--- config.mk ---
export PLATFORM = sky130hd
export DESIGN_NAME = universal_shift_reg
export DESIGN_NICKNAME = d
export VERILOG_FILES = /design/src/rtl/usr_pkg.sv /design/src/rtl/universal_shift_reg_srt_cell.sv /design/src/rtl/universal_shift_reg.sv
export SDC_FILE = /design/constraint.sdc
export NUM_CORES = 1
export LEC_CHECK = 0
export CAP_MARGIN = 5
export CORE_MARGIN = 2
export CORE_UTILIZATION = 35
export CTS_CLUSTER_DIAMETER = 150
export CTS_CLUSTER_SIZE = 16
export DETAILED_ROUTE_END_ITERATION = 10
export GPL_ROUTABILITY_DRIVEN = 0
export HOLD_SLACK_MARGIN = 0.03
export PLACE_DENSITY = 0.64
export SYNTH_ARGS = -nofsm -noshare
export SYNTH_HDL_FRONTEND = slang
export SYNTH_SLANG_ARGS = --single-unit
--- constraint.sdc ---
create_clock -name clk -period 2.3 [get_ports clk]
set_input_delay 0.46 -clock clk [delete_from_list [all_inputs] [get_ports clk]]
set_output_delay 0.46 -clock clk [all_outputs]
set_load 0.03 [all_outputs]
--- src/rtl/usr_pkg.sv ---
// Shared definitions for the universal shift register: op width and encodings.
// Latency: n/a (constants only).
// Backpressure: n/a.
package usr_pkg;

  localparam int OP_W = 3;

  localparam logic [OP_W-1:0] OP_HOLD = 3'b000;
  localparam logic [OP_W-1:0] OP_LOAD = 3'b001;
  localparam logic [OP_W-1:0] OP_SHL  = 3'b010;
  localparam logic [OP_W-1:0] OP_SHR  = 3'b011;
  localparam logic [OP_W-1:0] OP_ROL  = 3'b100;
  localparam logic [OP_W-1:0] OP_ROR  = 3'b101;
  localparam logic [OP_W-1:0] OP_ASR  = 3'b110;
  localparam logic [OP_W-1:0] OP_SRT  = 3'b111;

endpackage

--- src/rtl/universal_shift_reg_srt_cell.sv ---
// One-bit set/reset/toggle next-state function (the clocked SR cell's logic).
// Latency: combinational, zero cycles.
// Backpressure: none; pure function of its inputs.
// Ports: q_i current bit, s_i set request, r_i reset request, q_next_o next bit.
module srt_cell (
  input  logic q_i,
  input  logic s_i,
  input  logic r_i,
  output logic q_next_o
);

  // s&r toggles instead of being forbidden; s alone sets, r alone clears.
  always_comb begin
    q_next_o = q_i;
    unique case ({s_i, r_i})
      2'b10:   q_next_o = 1'b1;
      2'b01:   q_next_o = 1'b0;
      2'b11:   q_next_o = ~q_i;
      default: q_next_o = q_i;
    endcase
  end

endmodule

--- src/rtl/universal_shift_reg.sv ---
// WIDTH-bit universal register: hold, load, shifts, rotates, per-bit set/reset/toggle.
// Latency: one cycle; all outputs registered and change on the same edge.
// Backpressure: none; en=0 holds every output, op may change every cycle.
// Ports:
//   clk, rst        rising-edge clock, synchronous active-high reset
//   en, op          operation enable and select
//   d               parallel load data
//   s_mask, r_mask  per-bit set/reset requests for SRT
//   sin_r, sin_l    serial inputs for SHL (into bit 0) and SHR (into bit WIDTH-1)
//   q, qbar         register contents and its complement
//   sout            last bit shifted or rotated out
//   zero            high when q is all zeros
module universal_shift_reg
  import usr_pkg::*;
#(
  parameter int               WIDTH   = 8,
  parameter logic [WIDTH-1:0] RST_VAL = {WIDTH{1'b0}}
) (
  input  logic             clk,
  input  logic             rst,
  input  logic             en,
  input  logic [OP_W-1:0]  op,
  input  logic [WIDTH-1:0] d,
  input  logic [WIDTH-1:0] s_mask,
  input  logic [WIDTH-1:0] r_mask,
  input  logic             sin_r,
  input  logic             sin_l,
  output logic [WIDTH-1:0] q,
  output logic [WIDTH-1:0] qbar,
  output logic             sout,
  output logic             zero
);

  logic [WIDTH-1:0] q_q, q_d;
  logic [WIDTH-1:0] qbar_q;
  logic             sout_q, sout_d;
  logic             zero_q;
  logic [WIDTH-1:0] srt_next;

  for (genvar i = 0; i < WIDTH; i++) begin : g_srt
    srt_cell u_cell (
      .q_i      (q_q[i]),
      .s_i      (s_mask[i]),
      .r_i      (r_mask[i]),
      .q_next_o (srt_next[i])
    );
  end

  // sout only moves on ops that actually push a bit out of the word.
  always_comb begin
    q_d    = q_q;
    sout_d = sout_q;
    if (en) begin
      case (op)
        OP_LOAD: q_d = d;
        OP_SHL: begin
          q_d    = {q_q[WIDTH-2:0], sin_r};
          sout_d = q_q[WIDTH-1];
        end
        OP_SHR: begin
          q_d    = {sin_l, q_q[WIDTH-1:1]};
          sout_d = q_q[0];
        end
        OP_ROL: begin
          q_d    = {q_q[WIDTH-2:0], q_q[WIDTH-1]};
          sout_d = q_q[WIDTH-1];
        end
        OP_ROR: begin
          q_d    = {q_q[0], q_q[WIDTH-1:1]};
          sout_d = q_q[0];
        end
        OP_ASR: begin
          q_d    = {q_q[WIDTH-1], q_q[WIDTH-1:1]};
          sout_d = q_q[0];
        end
        OP_SRT:  q_d = srt_next;
        default: q_d = q_q;
      endcase
    end
  end

  // qbar and zero come from the next-state value so they never lag q.
  always_ff @(posedge clk) begin
    if (rst) begin
      q_q    <= RST_VAL;
      qbar_q <= ~RST_VAL;
      sout_q <= 1'b0;
      zero_q <= (RST_VAL == {WIDTH{1'b0}});
    end else begin
      q_q    <= q_d;
      qbar_q <= ~q_d;
      sout_q <= sout_d;
      zero_q <= (q_d == {WIDTH{1'b0}});
    end
  end

  assign q    = q_q;
  assign qbar = qbar_q;
  assign sout = sout_q;
  assign zero = zero_q;

endmodule

Yosys cells after proc, flatten, opt, wreduce, memory -nomap -nowiden
Index checks and enable logic that the tools add are counted.
{"block": "classes", "eq_ne": 31, "n_mux": 11, "n_bitwise": 9, "n_reduce_logical": 5}
{"cell": "$pmux 8 s7", "n": 1}
{"cell": "$eq 2x2->1 const B", "n": 16}
{"cell": "$pmux 1 s3", "n": 8}
{"cell": "$eq 2x1->1 const B", "n": 8}
{"cell": "$eq 3x3->1 const B", "n": 4}
{"cell": "$logic_not 8->1", "n": 1}
{"cell": "$mux 8", "n": 1}
{"cell": "$not 1->1", "n": 8}
{"cell": "$not 8->8", "n": 1}
{"cell": "$eq 3x2->1 const B", "n": 2}
{"cell": "$eq 3x1->1 const B", "n": 1}
{"cell": "$reduce_or 3->1", "n": 1}
{"cell": "$pmux 1 s2", "n": 1}
{"cell": "$reduce_and 2->1", "n": 1}
{"cell": "$reduce_bool 2->1", "n": 1}
{"cell": "$reduce_or 2->1", "n": 1}
{"block": "totals", "register_bits": 18, "input_bits": 32, "out_inout_bits": 18, "elab_cells": 60}

Logic depth before layout (Yosys ltp)
Gate-level depths: netlist of run 1.
{"block": "depth", "depth_word": 5, "depth_mapped": 8, "depth_no_buf": 5}

Hierarchy
A second synthesis of run 1 with hierarchy kept.
{"block": "unflattened", "hier_cells": 135, "hier_area_um2": 1198.6}
{"module": "universal_shift_reg", "n_inst": 1, "cells_per_inst": 119, "area_each_um2": 1088.5, "seq_area_each_um2": 360.3}
{"module": "srt_cell", "n_inst": 8, "cells_per_inst": 2, "area_each_um2": 13.8, "seq_area_each_um2": 0.0}

Worst setup path after synthesis of run 1
OpenSTA, ideal clock, no wires.
{"block": "synth_timing", "kind": "input to register", "from": "input op[0]", "to": "register zero_q, in the netlist zero", "setup_time_ns": 0.096, "arrival_ns": 1.847, "required_ns": 2.204, "setup_slack_ns": 0.357, "path_stages": 6, "path_buffers": 2, "cell_sequence": "buf_2 > buf_6 > o31ai_1 > a31oi_1 > a2111o_1 > o41ai_2"}
{"block": "synth_between", "elab_chain_len": 4, "word_cells_on_any_way": 10, "classes_between": "7 x eq/ne; 2 x mux; 1 x reduce/logical"}
{"element": "start, declared", "line": "universal_shift_reg.sv:22", "rtl": "input logic [OP_W-1:0] op,"}
{"element": "$eq 3x3->1 (tied with other cells)", "line": "universal_shift_reg.sv:54", "rtl": "case (op)"}
{"element": "$pmux 8 s7 (*)", "line": "universal_shift_reg.sv:54"}
{"element": "$mux 8 (*)", "line": "universal_shift_reg.sv:53", "rtl": "if (en) begin"}
{"element": "$logic_not 8->1 (*)", "line": "universal_shift_reg.sv:93", "rtl": "zero_q <= (q_d == {WIDTH{1'b0}});"}
{"element": "end signal, assigned", "line": "universal_shift_reg.sv:88", "rtl": "zero_q <= (RST_VAL == {WIDTH{1'b0}});"}
{"element": "end signal, assigned", "line": "universal_shift_reg.sv:93"}
{"element": "end, declared", "line": "universal_shift_reg.sv:37", "rtl": "logic zero_q;"}
Every way passes the cells marked *; elsewhere a longest branch is shown, timed or not.
A chain may end at the register's enable or synchronous reset.

Worst setup path after layout of run 1
{"block": "layout_timing", "from": "input op[1]", "to": "register qbar_q[7], in the netlist qbar[7]"}
{"block": "layout_between", "elab_chain_len": 4, "word_cells_on_any_way": 10, "classes_between": "7 x eq/ne; 2 x mux; 1 x bitwise"}
{"element": "$eq 3x3->1 (tied with other cells)", "line": "universal_shift_reg.sv:54"}
{"element": "$pmux 8 s7 (*)", "line": "universal_shift_reg.sv:54"}
{"element": "$mux 8 (*)", "line": "universal_shift_reg.sv:53"}
{"element": "$not 8->8 (*)", "line": "universal_shift_reg.sv:91", "rtl": "qbar_q <= ~q_d;"}
{"element": "end signal, assigned", "line": "universal_shift_reg.sv:86", "rtl": "qbar_q <= ~RST_VAL;"}
{"element": "end signal, assigned", "line": "universal_shift_reg.sv:91"}
{"element": "end, declared", "line": "universal_shift_reg.sv:35", "rtl": "logic [WIDTH-1:0] qbar_q;"}
Marks and branches as above.

==> results of run 1 <==
-- kinds of logic (layout without fill, tap and decap cells) --
| group | count (synthesis) | count (layout) |
|---|---|---|
| and+or+nand+nor | 57 | 57 |
| AOI/OAI and AO/OA | 39 | 39 |
| buffers and inverters | 28 | 91 |
| DFF | 18 | 18 |
| muxes | 4 | 4 |
| adders and majority gates | 2 | 2 |
| xor gates and xnor gates | 2 | 2 |
-- flip-flops by register name, summed over array words and instances (netlist names) --
name  cells
zero      1
q         8
qbar      8
sout      1
-- repair_timing --
action,in CTS,in global routing
hold endpoints to repair,0,0
pin swaps,0,2
buffers inserted,0,1
setup endpoints to repair,1,3
resized for setup,1,11
-- through the flow --
step / utilization, % / setup slack, ns / hold WS (ns) / total power [uW]
6_report: 58.11 / 0.08313 / 0.5328 / 863.5
4_1_cts: 56.44 / 0.03093 / 0.5347 / 859.2
5_1_grt: 58.11 / 0.01220 / 0.5472 / 914.9
3_5_place_dp: 55.21 / -0.2934 / 0.5228 / 672.3
3_3_place_gp: 55.21 / -0.2308 / 0.5095 / 669.2
2_1_floorplan: - / 0.3574 / 0.5321 / 528.9
-- power by group through the flow --
stage                     logic, uW  clock network (uW)  registers [uW]
after floorplan                 149                   0             380
after global placement          306                   0             363
after detailed placement        309                   0             364
after CTS                       313                 190             356
after global routing            349                 206             360
final                           325                 182             356
-- worst reg2reg max path: cells and delay by family (launching register included) --
family,cells,cell delay [ns]
simple gates,1,0.21
compound gates,4,1.14
flops,1,0.38
-- Yosys cell counts, types with 3 or more instances --
| cell type | count |
|---|---|
| a21oi_1 | 7 |
| a311oi_1 | 3 |
| and2_1 | 4 |
| and3b_1 | 4 |
| buf_2 | 4 |
| buf_4 | 10 |
| dfxtp_1 | 18 |
| inv_1 | 10 |
| mux2i_1 | 4 |
| nand2_1 | 9 |
| nand3_1 | 6 |
| nand3b_1 | 7 |
| nor2_1 | 11 |
| nor2b_1 | 3 |
| o21ai_0 | 4 |
| o31ai_1 | 5 |
| or3b_2 | 3 |
-- worst max path at each step --
| stage | start | end | slack [ns] | cells past startpoint |
|---|---|---|---|---|
| final | op[1] | qbar[7] | 0.08 | 8 |
| after global routing | op[1] | zero | 0.01 | 7 |
| after CTS | op[1] | zero | 0.03 | 7 |
| after detailed placement | op[0] | zero | -0.29 | 8 |
| after global placement | op[0] | zero | -0.23 | 6 |
| after floorplan | op[0] | zero | 0.36 | 6 |
-- routing by layer --
layer	up-vias	GRT usage, %	part of all wire, %
met2	48	31.58	50
li1	666	-	-
met4	0	8.967	0.95
met1	646	24.40	44
met5	-	0	0
met3	4	2.321	5.2
-- cells in the final DEF, fill, tap and decap left out, types with 3 or more instances in the layout --
cell	count
inv_1	10
o31ai_2	4
nand3b_1	7
clkbuf_4	3
nor2b_1	3
dfxtp_1	18
mux2i_1	4
o21ai_0	4
buf_4	27
or3b_2	3
nand3_1	6
nand2_1	9
nor2_1	11
a21oi_1	7
and3b_1	4
clkdlybuf4s50_1	47
and2_1	4
-- final cells by class --
type / instances / area (sq um) / share of cell area, %
well taps: 46 / 57.56 / 2.945
flip-flops and latches: 18 / 360.3 / 18.44
multi-input cells: 104 / 753.2 / 38.54
repair buffers: 77 / 709.4 / 36.30
clock buffers: 4 / 36.28 / 1.857
inverters: 10 / 37.54 / 1.921
==> results.py, run 1 <==
metrics = {
    "status": {
        "status": "finished clean",
    },
    "worst_setup_path": {
        "end_kind": "flop",
        "critPathTopFamily": "buffers and inverters",
        "worstRegToRegCells": 5,
        "crit_path_frequent_cell": "buf_4",
        "cp_slowest_cell": "clkdlybuf4s50_1",
        "path_max_fanout": 12,
        "cp-start-kind": "input port",
        "worst_r2r_startpoint": "q[1]",
        "r2r_slack_ns": 0.48,
        "crit_required_ns": 2.46,
        "path_buf_inv": 4,
        "max_stage_delay_ns": 0.51,
        "critical_path_arrival_ns": 2.37,
        "reg2reg_to": "zero",
        "crit_type": "in2reg",
        "path_cells": "clkdlybuf4s50_1 > buf_4 > buf_4 > nand2_1 > a311oi_1 > a2111oi_2 > buf_4 > or3_1",
    },
    "finish": {
        "nFillCells": 333,
        "area_growth_pct": 57.30,
        "final_area_sq_um": 1954,
        "drive_above_1_share_pct": 22.54,
        "instances_no_fill": 259,
        "fin_nets": 246,
        "n_antenna_cell": 0,
    },
    "synthesis": {
        "ys_warn_count": 0,
        "yosysTopAreaCell": "dfxtp_1",
        "avgSynthCellArea_sq_um": 8.283,
        "syn_inst": 150,
        "synth_cell_type_count": 45,
        "synth_top_family_by_area": "simple AND/OR/NAND/NOR gates",
        "yosysSeqAreaShare_pct": 29.00,
        "synth_mux_area_share_pct": 3.223,
        "async_reset_ff_share_pct": 0,
        "synth_flop_cell": "dfxtp_1",
        "synth_edf_count": 0,
        "synth_area_leaders": "dfxtp_1, buf_4, nand3b_1",
        "synth_xor_area_share_pct": 1.410,
        "synthesis.nets": 182,
        "synth_fa_ha_area_share_pct": 1.712,
        "yosys.area_share.simple_pct": 26.79,
        "netlist_area_sq_um": 1242,
        "ys_ff_latch": 18,
        "post-synth-top-area-fraction_pct": 29.00,
        "synth_compound_area_share_pct": 23.87,
    },
    "pwr": {
        "p_comb_share_pct": 37.7,
        "clkPwrFrac_pct": 21.1,
        "pwr-share-seq_pct": 41.3,
        "p_switching_uw": 260.2,
        "p_per_area_nw_per_um2": 441.8,
        "peakVddDrop_v": 0.0004831,
        "switching_share_pct": 30.14,
        "internal_power_uw": 603.3,
        "p_leak_uw": 0.0008197,
    },
    "timing": {
        "finalSetupViolCount": 0,
        "rsz0062_at_grt": "no",
        "maxSlewViolCount": 0,
        "max_freq_mhz": 451.1,
        "skew_ns": 0.001541,
        "post-route-min-period_ns": 2.217,
        "slew_headroom_pct": 73.79,
        "finalSetupTns_ns": 0,
        "hold_violations": 0,
        "worst_pin_slew_ns": 0.3908,
        "post-route-period-util_pct": 96.39,
    },
    "worst_hold_path": {
        "min_to": "sout",
        "hold_path_class": "reg2reg",
        "holdPathStages": 2,
        "min_from": "sout",
    },
    "route": {
        "route.vias.total": 1364,
        "vias_per_cell": 5.266,
        "drt-total-wl_um": 3800,
        "drc": 0,
        "drtAntennaViolNets": 0,
        "drt_iter0_drc": 75,
        "avgRoutedWirePerCell_um": 14.67,
        "firstDrtPassIters": 4,
    },
    "die": {
        "start_util_pct": 36.94,
        "core_sq_um": 3363,
        "die-height_um": 63.58,
        "die_area_sq_um": 4042,
        "die_w_um": 63.58,
        "ioPinCount": 50,
        "placementRows": 21,
    },
    "global_route": {
        "grt.total_usage_pct": 19.04,
        "grt_pass1_vias": 1373,
        "antenna_found_initial": 0,
        "grt_max_degree": 14,
        "grt_pass1_wl_um": 6223,
        "overflow": 0,
    },
    "cts": {
        "root_buffer": "clkbuf_4",
        "clkLatencyLatePin_ns": 0.28,
        "cts_tree": "done",
        "h-tree-depth": 1,
        "clock_path_buffers": 2,
        "cts_buffers": 3,
        "path_clk_slew_ns": 0.09,
        "hold_buffers": 0,
        "clock_sink_count": 18,
    },
    "place": {
        "dp_hpwl_um": 2947,
        "dp.cells": 254,
        "port_buffers": 49,
        "placed_area_sq_um": 1857,
    },
    "job": {
        "maxCapViolCount": 0,
    },
}
(Power assumes the default switching activity.)
==> inputs of run 2 (changes only) <==
SLEW_MARGIN = 0   (was not set)
==> results of run 2 <==
Same layout as run 1: the final DEF is identical, and so are final timing and power.
